===== src/rtl/sccb_pkg.sv =====
// Shared definitions for the SCCB master: FSM encoding, default device IDs
// and the bit/byte counter limits.
package sccb_pkg;

  typedef enum logic [2:0] {
    ST_IDLE  = 3'd0,
    ST_START = 3'd1,
    ST_BYTE  = 3'd2,
    ST_STOP  = 3'd3,
    ST_GAP   = 3'd4
  } state_t;

  localparam logic [7:0] DEV_WR_ID    = 8'h42;
  localparam logic [7:0] DEV_RD_ID    = 8'h43;
  localparam logic [3:0] BIT_LAST     = 4'd8;  // index of the 9th (ACK/NA) bit
  localparam logic [1:0] BYTE_LAST_WR = 2'd2;
  localparam logic [1:0] BYTE_LAST_RD = 2'd1;
  localparam int         QUARTERS     = 4;

endpackage


===== src/rtl/sccb_bit_timer.sv =====
// SCCB bit-period divider. Strobes fire in the last clk before the named
// quarter so that registered bus outputs change exactly on the quarter boundary.
module sccb_bit_timer
  import sccb_pkg::*;
#(
  parameter int SCL_DIV = 500
)(
  input  logic clk,
  input  logic rst_n,
  input  logic run,
  output logic q1,
  output logic q2,
  output logic q3,
  output logic end_period
);

  localparam int QTR = SCL_DIV / QUARTERS;
  localparam int CW  = $clog2(SCL_DIV);

  logic [CW-1:0] div_cnt;

  // period counter, held at zero while the master is idle
  always_ff @(posedge clk) begin
    if (!rst_n) begin
      div_cnt <= '0;
    end else if (!run) begin
      div_cnt <= '0;
    end else if (end_period) begin
      div_cnt <= '0;
    end else begin
      div_cnt <= div_cnt + CW'(1);
    end
  end

  assign q1         = run && (div_cnt == CW'(QTR - 1));
  assign q2         = run && (div_cnt == CW'(2 * QTR - 1));
  assign q3         = run && (div_cnt == CW'(3 * QTR - 1));
  assign end_period = run && (div_cnt == CW'(SCL_DIV - 1));

endmodule


===== src/rtl/sccb_master.sv =====
// SCCB (OV7670) bus master: serialises one register write or two-phase read
// per request onto SIO_C/SIO_D, all bus outputs registered.
module sccb_master
  import sccb_pkg::*;
#(
  parameter int                DATA_W  = 8,
  parameter int                SCL_DIV = 500,
  parameter logic [DATA_W-1:0] DEV_WR  = DATA_W'(DEV_WR_ID),
  parameter logic [DATA_W-1:0] DEV_RD  = DATA_W'(DEV_RD_ID)
)(
  input  logic              clk,
  input  logic              rst_n,
  input  logic              wr_en,
  input  logic              rd_en,
  input  logic [DATA_W-1:0] addr,
  input  logic [DATA_W-1:0] wdata,
  output logic              rdy,
  output logic [DATA_W-1:0] rdata,
  output logic              rdata_vld,
  output logic              sio_c,
  output logic              sio_d_out,
  output logic              sio_d_oe,
  input  logic              sio_d_in
);

  state_t            state, state_nx;
  logic [3:0]        bit_cnt, bit_cnt_nx;
  logic [1:0]        byte_idx, byte_idx_nx, last_byte;
  logic [DATA_W-1:0] tx_sh, tx_sh_nx, rx_sh, rx_sh_nx;
  logic [DATA_W-1:0] addr_r, addr_nx, wdata_r, wdata_nx, rdata_nx;
  logic [DATA_W-1:0] first_byte, next_byte;
  logic              is_read, is_read_nx, phase2, phase2_nx, rx_byte;
  logic              sio_c_nx, sio_d_nx, sio_oe_nx, rdata_vld_nx;
  logic              q1, q2, q3, end_period;

  function automatic logic [DATA_W-1:0] byte_sel(input logic ph2, input logic [1:0] idx,
                                                 input logic [DATA_W-1:0] a,
                                                 input logic [DATA_W-1:0] d);
    logic [DATA_W-1:0] b;
    if (ph2) begin
      b = DEV_RD;
    end else begin
      case (idx)
        2'd0:    b = DEV_WR;
        2'd1:    b = a;
        default: b = d;
      endcase
    end
    return b;
  endfunction

  sccb_bit_timer #(.SCL_DIV(SCL_DIV)) u_timer (
    .clk        (clk),
    .rst_n      (rst_n),
    .run        (state != ST_IDLE),
    .q1         (q1),
    .q2         (q2),
    .q3         (q3),
    .end_period (end_period)
  );

  // next-state, bus waveform and datapath decode
  always_comb begin
    state_nx     = state;
    bit_cnt_nx   = bit_cnt;
    byte_idx_nx  = byte_idx;
    tx_sh_nx     = tx_sh;
    rx_sh_nx     = rx_sh;
    addr_nx      = addr_r;
    wdata_nx     = wdata_r;
    is_read_nx   = is_read;
    phase2_nx    = phase2;
    sio_c_nx     = sio_c;
    sio_d_nx     = sio_d_out;
    sio_oe_nx    = sio_d_oe;
    rdata_nx     = rdata;
    rdata_vld_nx = 1'b0;
    first_byte   = byte_sel(phase2, 2'd0, addr_r, wdata_r);
    next_byte    = byte_sel(phase2, byte_idx + 2'd1, addr_r, wdata_r);
    last_byte    = (phase2 || is_read) ? BYTE_LAST_RD : BYTE_LAST_WR;
    rx_byte      = phase2 && (byte_idx == 2'd1);
    case (state)
      ST_IDLE: begin
        sio_c_nx  = 1'b1;
        sio_d_nx  = 1'b1;
        if (wr_en || rd_en) begin
          state_nx    = ST_START;
          is_read_nx  = ~wr_en;  // a simultaneous write wins
          phase2_nx   = 1'b0;
          addr_nx     = addr;
          wdata_nx    = wdata;
          bit_cnt_nx  = 4'd0;
          byte_idx_nx = 2'd0;
          sio_oe_nx   = 1'b1;
        end else begin
          sio_oe_nx   = 1'b0;
        end
      end
      ST_START: begin
        if (q2) begin
          sio_d_nx = 1'b0;
        end else if (end_period) begin
          state_nx    = ST_BYTE;
          bit_cnt_nx  = 4'd0;
          byte_idx_nx = 2'd0;
          sio_c_nx    = 1'b0;
          sio_d_nx    = first_byte[DATA_W-1];
          sio_oe_nx   = 1'b1;
          tx_sh_nx    = {first_byte[DATA_W-2:0], 1'b0};
        end else begin
          state_nx    = ST_START;
        end
      end
      ST_BYTE: begin
        if (q1) begin
          sio_c_nx = 1'b1;
        end else if (q2) begin
          if (rx_byte && (bit_cnt != BIT_LAST)) begin
            rx_sh_nx = {rx_sh[DATA_W-2:0], sio_d_in};
          end else begin
            rx_sh_nx = rx_sh;
          end
        end else if (q3) begin
          sio_c_nx = 1'b0;
        end else if (end_period) begin
          sio_c_nx = 1'b0;
          if (bit_cnt == BIT_LAST) begin
            if (byte_idx == last_byte) begin
              state_nx  = ST_STOP;
              sio_d_nx  = 1'b0;
              sio_oe_nx = 1'b1;
            end else begin
              byte_idx_nx = byte_idx + 2'd1;
              bit_cnt_nx  = 4'd0;
              if (phase2) begin
                sio_d_nx  = 1'b1;
                sio_oe_nx = 1'b0;
              end else begin
                sio_d_nx  = next_byte[DATA_W-1];
                sio_oe_nx = 1'b1;
                tx_sh_nx  = {next_byte[DATA_W-2:0], 1'b0};
              end
            end
          end else if (bit_cnt == BIT_LAST - 4'd1) begin
            // 9th bit: released for ACK, or driven high as NA after read data
            bit_cnt_nx = bit_cnt + 4'd1;
            sio_d_nx   = 1'b1;
            sio_oe_nx  = rx_byte;
          end else begin
            bit_cnt_nx = bit_cnt + 4'd1;
            if (rx_byte) begin
              sio_d_nx  = 1'b1;
              sio_oe_nx = 1'b0;
            end else begin
              sio_d_nx  = tx_sh[DATA_W-1];
              sio_oe_nx = 1'b1;
              tx_sh_nx  = {tx_sh[DATA_W-2:0], 1'b0};
            end
          end
        end else begin
          state_nx = ST_BYTE;
        end
      end
      ST_STOP: begin
        if (q1) begin
          sio_c_nx = 1'b1;
        end else if (q2) begin
          sio_d_nx = 1'b1;
        end else if (end_period) begin
          sio_c_nx  = 1'b1;
          sio_d_nx  = 1'b1;
          sio_oe_nx = 1'b0;
          if (is_read && !phase2) begin
            state_nx  = ST_GAP;
            phase2_nx = 1'b1;
          end else begin
            state_nx = ST_IDLE;
            if (is_read) begin
              rdata_nx     = rx_sh;
              rdata_vld_nx = 1'b1;
            end else begin
              rdata_nx     = rdata;
            end
          end
        end else begin
          state_nx = ST_STOP;
        end
      end
      ST_GAP: begin
        if (end_period) begin
          state_nx    = ST_START;
          bit_cnt_nx  = 4'd0;
          byte_idx_nx = 2'd0;
          sio_c_nx    = 1'b1;
          sio_d_nx    = 1'b1;
          sio_oe_nx   = 1'b1;
        end else begin
          state_nx    = ST_GAP;
        end
      end
      default: begin
        state_nx  = ST_IDLE;
        sio_c_nx  = 1'b1;
        sio_d_nx  = 1'b1;
        sio_oe_nx = 1'b0;
      end
    endcase
  end

  // state, datapath and output registers
  always_ff @(posedge clk) begin
    if (!rst_n) begin
      state     <= ST_IDLE;
      bit_cnt   <= 4'd0;
      byte_idx  <= 2'd0;
      tx_sh     <= '0;
      rx_sh     <= '0;
      addr_r    <= '0;
      wdata_r   <= '0;
      is_read   <= 1'b0;
      phase2    <= 1'b0;
      sio_c     <= 1'b1;
      sio_d_out <= 1'b1;
      sio_d_oe  <= 1'b0;
      rdy       <= 1'b1;
      rdata     <= '0;
      rdata_vld <= 1'b0;
    end else begin
      state     <= state_nx;
      bit_cnt   <= bit_cnt_nx;
      byte_idx  <= byte_idx_nx;
      tx_sh     <= tx_sh_nx;
      rx_sh     <= rx_sh_nx;
      addr_r    <= addr_nx;
      wdata_r   <= wdata_nx;
      is_read   <= is_read_nx;
      phase2    <= phase2_nx;
      sio_c     <= sio_c_nx;
      sio_d_out <= sio_d_nx;
      sio_d_oe  <= sio_oe_nx;
      rdy       <= (state_nx == ST_IDLE);
      rdata     <= rdata_nx;
      rdata_vld <= rdata_vld_nx;
    end
  end

endmodule


===== config.mk =====
export PLATFORM = sky130hd
export DESIGN_NAME = sccb_master
export DESIGN_NICKNAME = d
export VERILOG_FILES = /design/src/rtl/sccb_pkg.sv /design/src/rtl/sccb_bit_timer.sv /design/src/rtl/sccb_master.sv
export SDC_FILE = /design/constraint.sdc
export NUM_CORES = 1
export LEC_CHECK = 0
export CAP_MARGIN = 5
export CORE_MARGIN = 4
export CORE_UTILIZATION = 30
export CTS_CLUSTER_DIAMETER = 60
export DETAILED_ROUTE_END_ITERATION = 6
export GPL_TIMING_DRIVEN = 0
export SLEW_MARGIN = 10
export SYNTH_ARGS = -nofsm -noshare
export SYNTH_HDL_FRONTEND = slang
export SYNTH_SLANG_ARGS = --single-unit
export TNS_END_PERCENT = 100

===== constraint.sdc =====
create_clock -name clk -period 2.1 [get_ports clk]
set_input_delay 0.63 -clock clk [delete_from_list [all_inputs] [get_ports clk]]
set_output_delay 0.63 -clock clk [all_outputs]
set_load 0.005 [all_outputs]

==> results of run 1 <==
power groups by stage:
stage	Clock (mW)	Sequential [mW]	Combinational (mW)
finish	1.20	1.27	0.225
global route	1.29	1.27	0.252
CTS	1.23	1.27	0.221
detailed placement	0	1.29	0.219
global placement	0	1.29	0.217
floorplan	0	1.29	0.126
routing by layer:
| layer | part of all wire (%) | vias up | wire length (um) |
|---|---|---|---|
| met2 | 46 | 80 | 3550 |
| met1 | 48 | 1309 | 3690 |
| li1 | - | 1439 | - |
| met4 | 1.3 | 0 | 102 |
| met3 | 4.7 | 10 | 361 |
| met5 | 0 | - | 0 |
layout make-up:
class	instances	share of cell area, %
plain buffers	23	2.99
clock buffers	10	3.42
clock inverters	6	2.24
inverters	11	1.03
multi-input cells	280	44.7
flip-flops and latches	64	32.2
well taps	136	4.23
repair buffers	37	9.21
worst register-to-register path, delay by kind of cell (launching register included):
kind / cells / cell delay (ns)
buffers and inverters: 2 / 0.31
DFF: 1 / 0.29
AOI/OAI and AO/OA: 4 / 0.80
and+or+nand+nor: 2 / 0.54
timing repair:
action | in CTS | in global routing
endpoints found under the hold margin | 0 | 0
pin swaps | 1 | 3
endpoints found under the setup margin | 22 | 43
gates resized for setup | 5 | 27
hold buffers | 0 | 0
setup buffers | 0 | 5
how the worst max path moves through the flow:
stage                                    to  slack (ns)  cells after the start
finish              bit_cnt[1]$_SDFFE_PN0P_        0.02                      8
global route        bit_cnt[1]$_SDFFE_PN0P_       -0.03                      8
CTS                   rdata[1]$_SDFFE_PN0P_      0.0005                      8
detailed placement  wdata_r[2]$_SDFFE_PN0P_       -0.41                      6
global placement    wdata_r[2]$_SDFFE_PN0P_       -0.40                      6
floorplan           bit_cnt[0]$_SDFFE_PN0P_        0.13                      8
registers in the layout, summed over array words and instances (netlist names), 2 cells and up:
register / count
state: 3
u_timer.div_cnt: 9
tx_sh: 7
addr_r: 8
wdata_r: 8
bit_cnt: 4
byte_idx: 2
rx_sh: 8
rdata: 8
kinds of logic (layout without fill, tap and decap cells):
group | after synthesis | after routing | synth area share (%)
flops | 64 | 64 | 40.7
simple gates | 156 | 156 | 24.9
mux | 16 | 16 | 5.08
xor+xnor | 8 | 8 | 2.22
fa+ha+maj | 9 | 9 | 3.57
compound gates | 91 | 91 | 18.7
buf+inv | 35 | 87 | 4.92
layout by cell type (no fill, tap or decap), types with 5 or more instances in the layout:
cell type	count
clkbuf_8	10
and3_1	6
inv_1	11
mux2i_1	16
dfxtp_2	5
nor2b_1	5
nand3_1	11
clkbuf_1	13
nor3_1	6
dfxtp_1	57
buf_2	5
nand4_1	7
nor2_1	39
ha_1	8
o21ai_0	15
nand2_1	52
clkdlybuf4s50_1	32
a21oi_1	37
a211oi_1	6
xnor2_1	6
stage by stage:
stage / std cells / util, % / TNS [ns] / power (mW) / worst slack [ns]
3_5_place_dp: 547 / 35.4 / -6.90 / 1.51 / -0.410
6_report: 567 / 39.1 / 0 / 2.69 / 0.0248
2_1_floorplan: 379 / - / 0 / 1.42 / 0.128
4_1_cts: 562 / 37.7 / 0 / 2.72 / 0.000516
5_1_grt: 567 / 39.1 / -0.146 / 2.81 / -0.0336
3_3_place_gp: 547 / 35.4 / -6.29 / 1.51 / -0.396
==> impl_metrics.csv, run 1 <==
group,metric,value,unit
yosys,yosys_warnings,0,
yosys,synth_edf_count,0,
routing,antenna_left,0,
worst_setup_path,r2r_setup_slack,0.02,ns
global_routing,met2_usage,19.3,%
worst_setup_path,end_kind,"flip-flop",
worst_setup_path,cp_data_arrival_time,2.27,ns
routing,dr_total_vias,2838,
power_and_ir_drop,p_comb_share,8.4,%
clock_network,cts_sinks,64,
placed_design,gp_congestion,0.831,
finish,syn2layout_area_growth,27.6,%
power_and_ir_drop,p_sw,0.637,mW
global_routing,grt_pass1_vias,2690,
worst_setup_path,critPathLaunchType,"flip-flop",
worst_setup_path,critPathRequiredTime,2.30,ns
worst_setup_path,reg2reg_depth,8,
hold_path,whs_endpoint,"addr_r[2]$_SDFFE_PN0P_",
sta,hold_ws,0.451,ns
routing,drcViolationCount,0,
worst_setup_path,max_stage_delay,0.37,ns
placed_design,numPortBuffers,32,
yosys,yosys.area.top_type,"dfxtp_1",
finish,final_nets,456,
routing,drt_iter0_drc,174,
placed_design,dp_hpwl,5470,um
clock_network,cts_buffers,9,
hold_path,hp-start,"addr_r[2]$_SDFFE_PN0P_",
finish,drive_gt1_share,13.9,%
yosys,synth_common_cells,"dfxtp_1, nand2_1, nor2_1",
clock_network,clk_pin_slew,0.07,ns
yosys,async_flop_share,0,%
clock_network,tritoncts,"built",
routing,routed_wl,7710,um
sta,relSlewSlack,62.2,%
worst_setup_path,slowest_stage,"o31a_1",
worst_setup_path,worstPathMaxFanout,8,
flow_run,max-cap-violations,0,
finish,diodes,0,
worst_setup_path,criticalPathCategory,"flip-flop to flip-flop",
sta,report.final.slew_viol_count,0,
power_and_ir_drop,p_seq_share,47.1,%
sta,fin_crit,2.08,ns
finish,regArea,1290,um2
yosys,synth_area,3150,um2
hold_path,hold_depth,2,
sta,hold_violations,0,
yosys,syn_nets,409,
yosys,synth-seq-cells,64,
yosys,yosysSeqAreaShare,40.7,%
sta,setup_viol,0,
global_routing,grt_overflow,0,
yosys,synth.most_common_cell,"dfxtp_1",
worst_setup_path,r2r_end,"bit_cnt[1]$_SDFFE_PN0P_",
routing,dr.pass1.iters,5,
yosys,synth.distinct_cells,56,
power_and_ir_drop,vdd_drop_max,0.000390,V
yosys,avgSynthCellArea,8.32,um2
clock_network,h-tree-depth,3,
global_routing,antenna_found_initial,0,
floorplan,core_area,10300,um2
sta,fmax,482,MHz
global_routing,grt_max_degree,13,
routing,routedWlPerCell,13.6,um
global_routing,top_usage_layer,"met2",
finish,fillCellCount,1056,
worst_setup_path,worstPathCellList,"buf_2 > nand3b_1 > or3_4 > buf_6 > o31a_1 > o21bai_4 > o21ai_1 > a21oi_1",
yosys,synth_flop_cell,"dfxtp_1",
floorplan,dieArea,12200,um2
global_routing,grtUsageMet1,17.2,%
global_routing,use_met3,2.85,%
worst_setup_path,cp_top_family,"compound AO/OA/AOI/OAI gates",
yosys,synth_top_area_share,40.7,%
floorplan,pin_count,34,
placed_design,placed_area,3640,um2
floorplan,floorplan.initialDensity,30.7,%
power_and_ir_drop,p_int,2.05,mW
worst_setup_path,crit_path_start,"u_timer.div_cnt[2]$_SDFF_PP0_",
power_and_ir_drop,p_per_area,669,nW/um2
finish,multi_input_area,1800,um2
finish,final_cell_area,4020,um2
outcome,status,"finished, final reports clean",
clock_network,clock_latency,0.34,ns
global_routing,grt_pass1_wl,12900,um
power_and_ir_drop,swShare,23.7,%
sta,clock_skew,0.00664,ns
power_and_ir_drop,leakagePower,1.52,nW
sta,worstMarginPinSlew,0.567,ns
yosys,synth_cells,379,
clock_network,clockRootBuffer,"clkbuf_8",
routing,detail_route.vias_per_cell,5.01,
floorplan,fp-row-count,37,
yosys,synthTopCellsByArea,"dfxtp_1, a21oi_1, nand2_1, mux2i_1, nor2_1",
worst_setup_path,critPathBufInv,2,
clock_network,clockBufferDepth,2,
worst_setup_path,rr_startpoint,"u_timer.div_cnt[2]$_SDFF_PP0_",
sta,period_share,98.8,%
power_and_ir_drop,clock_power_share,44.5,%
global_routing,grtUsageTotal,12.5,%
hold_path,hp-class,"flip-flop to flip-flop",
floorplan,die_x,111,um
floorplan,dieHeight,111,um
Power figures use the tool's default switching activity.
==> inputs of run 2 (changes only) <==
--- a/config.mk
+++ b/config.mk
@@ -11,6 +11,7 @@
 export CTS_CLUSTER_DIAMETER = 60
 export DETAILED_ROUTE_END_ITERATION = 6
 export GPL_TIMING_DRIVEN = 0
+export SKIP_LAST_GASP = 1
 export SLEW_MARGIN = 10
 export SYNTH_ARGS = -nofsm -noshare
 export SYNTH_HDL_FRONTEND = slang
==> constraint.sdc (replaced) <==
create_clock -name clk -period 2.11 [get_ports clk]
set_input_delay 0.633 -clock clk [delete_from_list [all_inputs] [get_ports clk]]
set_output_delay 0.633 -clock clk [all_outputs]
set_load 0.005 [all_outputs]
==> run 2 against run 1 <==
Hold slack improved by 0.00054 ns. Global-route usage about the same. Cell area is 0.84% lower. Die area is the same. Non-clock buffer count down 2. Combinational power about the same. Clock power hardly changed. Sequential power barely moved. First-iteration DRC count rose by 59%.
==> impl_metrics.csv, run 2 (synthesized netlist as in run 1, its figures left out) <==
group,metric,value,unit
outcome,status,"finished, final reports clean",
routing,drcViolationCount,0,
finish,top_register,"u_timer.div_cnt",
routing,dr.pass1.iters,4,
clock_network,cts_sinks,64,
finish,largest_reg_flops,9,
finish,layout_commonest_cell,"dfxtp_1",
floorplan,die_x,111,um
sta,rsz0062_at_grt,"yes",
finish,syn2layout_area_growth,26.5,%
global_routing,grt_pass1_vias,2691,
global_routing,grt_overflow,0,
finish,utilization,38.8,%
sta,hold_violations,0,
finish,drive_gt1_share,12.6,%
hold_path,hp-start,"addr_r[2]$_SDFFE_PN0P_",
clock_network,clockRootBuffer,"clkbuf_8",
routing,routed_wl,7680,um
sta,relSlewSlack,63.5,%
clock_network,clockBufferDepth,2,
worst_setup_path,critPathLaunchType,"flip-flop",
floorplan,core_area,10300,um2
worst_setup_path,crit_path_start,"u_timer.div_cnt[3]$_SDFF_PP0_",
finish,final_nets,454,
floorplan,pin_count,34,
placed_design,dp_hpwl,5470,um
clock_network,tritoncts,"built",
global_routing,antenna_found_initial,0,
sta,report.final.slew_viol_count,0,
finish,final_cell_mix,"dfxtp_1, nand2_1, nor2_1, a21oi_1, clkdlybuf4s50_1",
finish,regArea,1290,um2
flow_run,max-cap-violations,0,
hold_path,hp-class,"flip-flop to flip-flop",
power_and_ir_drop,p_per_area,672,nW/um2
worst_setup_path,end_kind,"flip-flop",
placed_design,numPortBuffers,32,
clock_network,cts_hold_buf,0,
worst_setup_path,criticalPathCategory,"flip-flop to flip-flop",
worst_setup_path,critPathRequiredTime,2.30,ns
routing,antenna_left,0,
power_and_ir_drop,p_sw,0.637,mW
floorplan,dieHeight,111,um
placed_design,placed_area,3640,um2
finish,fillCellCount,1061,
power_and_ir_drop,p_int,2.04,mW
sta,worstMarginPinSlew,0.546,ns
worst_setup_path,slowest_stage,"or3_1",
sta,hold_ws,0.452,ns
clock_network,clk_pin_slew,0.07,ns
power_and_ir_drop,clock_power_share,44.6,%
sta,clock_skew,0.00625,ns
routing,routedWlPerCell,13.6,um
clock_network,clock_latency,0.33,ns
floorplan,floorplan.initialDensity,30.7,%
global_routing,grt_max_degree,13,
sta,period_share,97.1,%
routing,drt_iter0_drc,276,
clock_network,cts_buffers,9,
worst_setup_path,worstPathMaxFanout,7,
global_routing,grt_pass1_wl,12900,um
worst_setup_path,worstPathCellList,"nand2b_1 > or3_1 > buf_6 > o31a_1 > o21bai_4 > o21ai_1 > a21oi_1",
sta,fmax,488,MHz
worst_setup_path,max_stage_delay,0.38,ns
worst_setup_path,rr_startpoint,"u_timer.div_cnt[3]$_SDFF_PP0_",
power_and_ir_drop,p_comb_share,8.4,%
clock_network,h-tree-depth,3,
worst_setup_path,cp_data_arrival_time,2.24,ns
routing,detail_route.vias_per_cell,4.98,
routing,dr_total_vias,2814,
power_and_ir_drop,vdd_drop_max,0.000388,V
power_and_ir_drop,swShare,23.8,%
placed_design,dpl.cell_count,547,
placed_design,gp_congestion,0.831,
sta,setup_viol,0,
finish,finalNonFillerCells,565,
floorplan,fp-row-count,37,
floorplan,dieArea,12200,um2
finish,diodes,0,
sta,fin_crit,2.05,ns
finish,final_cell_area,3990,um2
finish,multi_input_area,1780,um2
global_routing,grtUsageTotal,12.5,%
power_and_ir_drop,p_seq_share,47.1,%
power_and_ir_drop,leakagePower,1.51,nW
[run 2: changes by cell type in the layout (fill, tap and decap cells not counted), sizes merged]
cell	previous run	this run
buf	13	11
[run 2: power groups by stage]
stage                     Combinational (mW)  Clock [mW]  Sequential (mW)
after floorplan                        0.125           0             1.28
after global placement                 0.216           0             1.29
after detailed placement               0.218           0             1.29
after CTS                              0.220        1.23             1.26
after global routing                   0.250        1.28             1.27
final                                  0.224        1.20             1.26
[run 2: critical path, delay by kind of cell (launching register included)]
family                 cells  cell delay (ns)
buffers and inverters      1             0.15
AND/OR/NAND/NOR            2             0.60
AO/OA/AOI/OAI              4             0.80
flip-flops                 1             0.37
[run 2: repair_timing]
| item | CTS | global route |
|---|---|---|
| gates resized for setup | 4 | 23 |
| buffers inserted | 0 | 3 |
| pin swaps | 1 | 3 |
| endpoints found under the setup margin | 22 | 41 |
[run 2: path summary, 6_finish.rpt]
kind,to,slack (ns),cells past startpoint
worst max-delay path,bit_cnt[1]$_SDFFE_PN0P_,0.06,7
worst min-delay path,addr_r[2]$_SDFFE_PN0P_,0.45,2
worst max register to register,bit_cnt[1]$_SDFFE_PN0P_,0.06,7
worst min register to register,addr_r[2]$_SDFFE_PN0P_,0.45,2
[run 2: area by class of cell]
cell class / instances / share of cell area, %
Multi-Input combinational cell: 280 / 44.7
Clock inverter: 6 / 2.26
Clock buffer: 10 / 3.45
Inverter: 11 / 1.04
Tap cell: 136 / 4.27
Timing Repair Buffer: 35 / 8.91
Sequential cell: 64 / 32.4
Buffer: 23 / 3.01
[run 2: stage by stage]
stage                     setup TNS, ns  power, mW  worst slack, ns
after global routing             -0.106       2.80          -0.0385
final                                 0       2.68           0.0620
after CTS                             0       2.71          0.00850
after floorplan                       0       1.41            0.138
after global placement            -6.05       1.50           -0.389
after detailed placement          -6.66       1.51           -0.403
[run 2: layer usage]
layer  vias up  track usage (%)  wire [um]
li1       1427                -          -
met1      1299             17.2       3670
met2        80             19.3       3540
met3         8             2.85        381
met4         0             4.43         87
met5         -                0          0
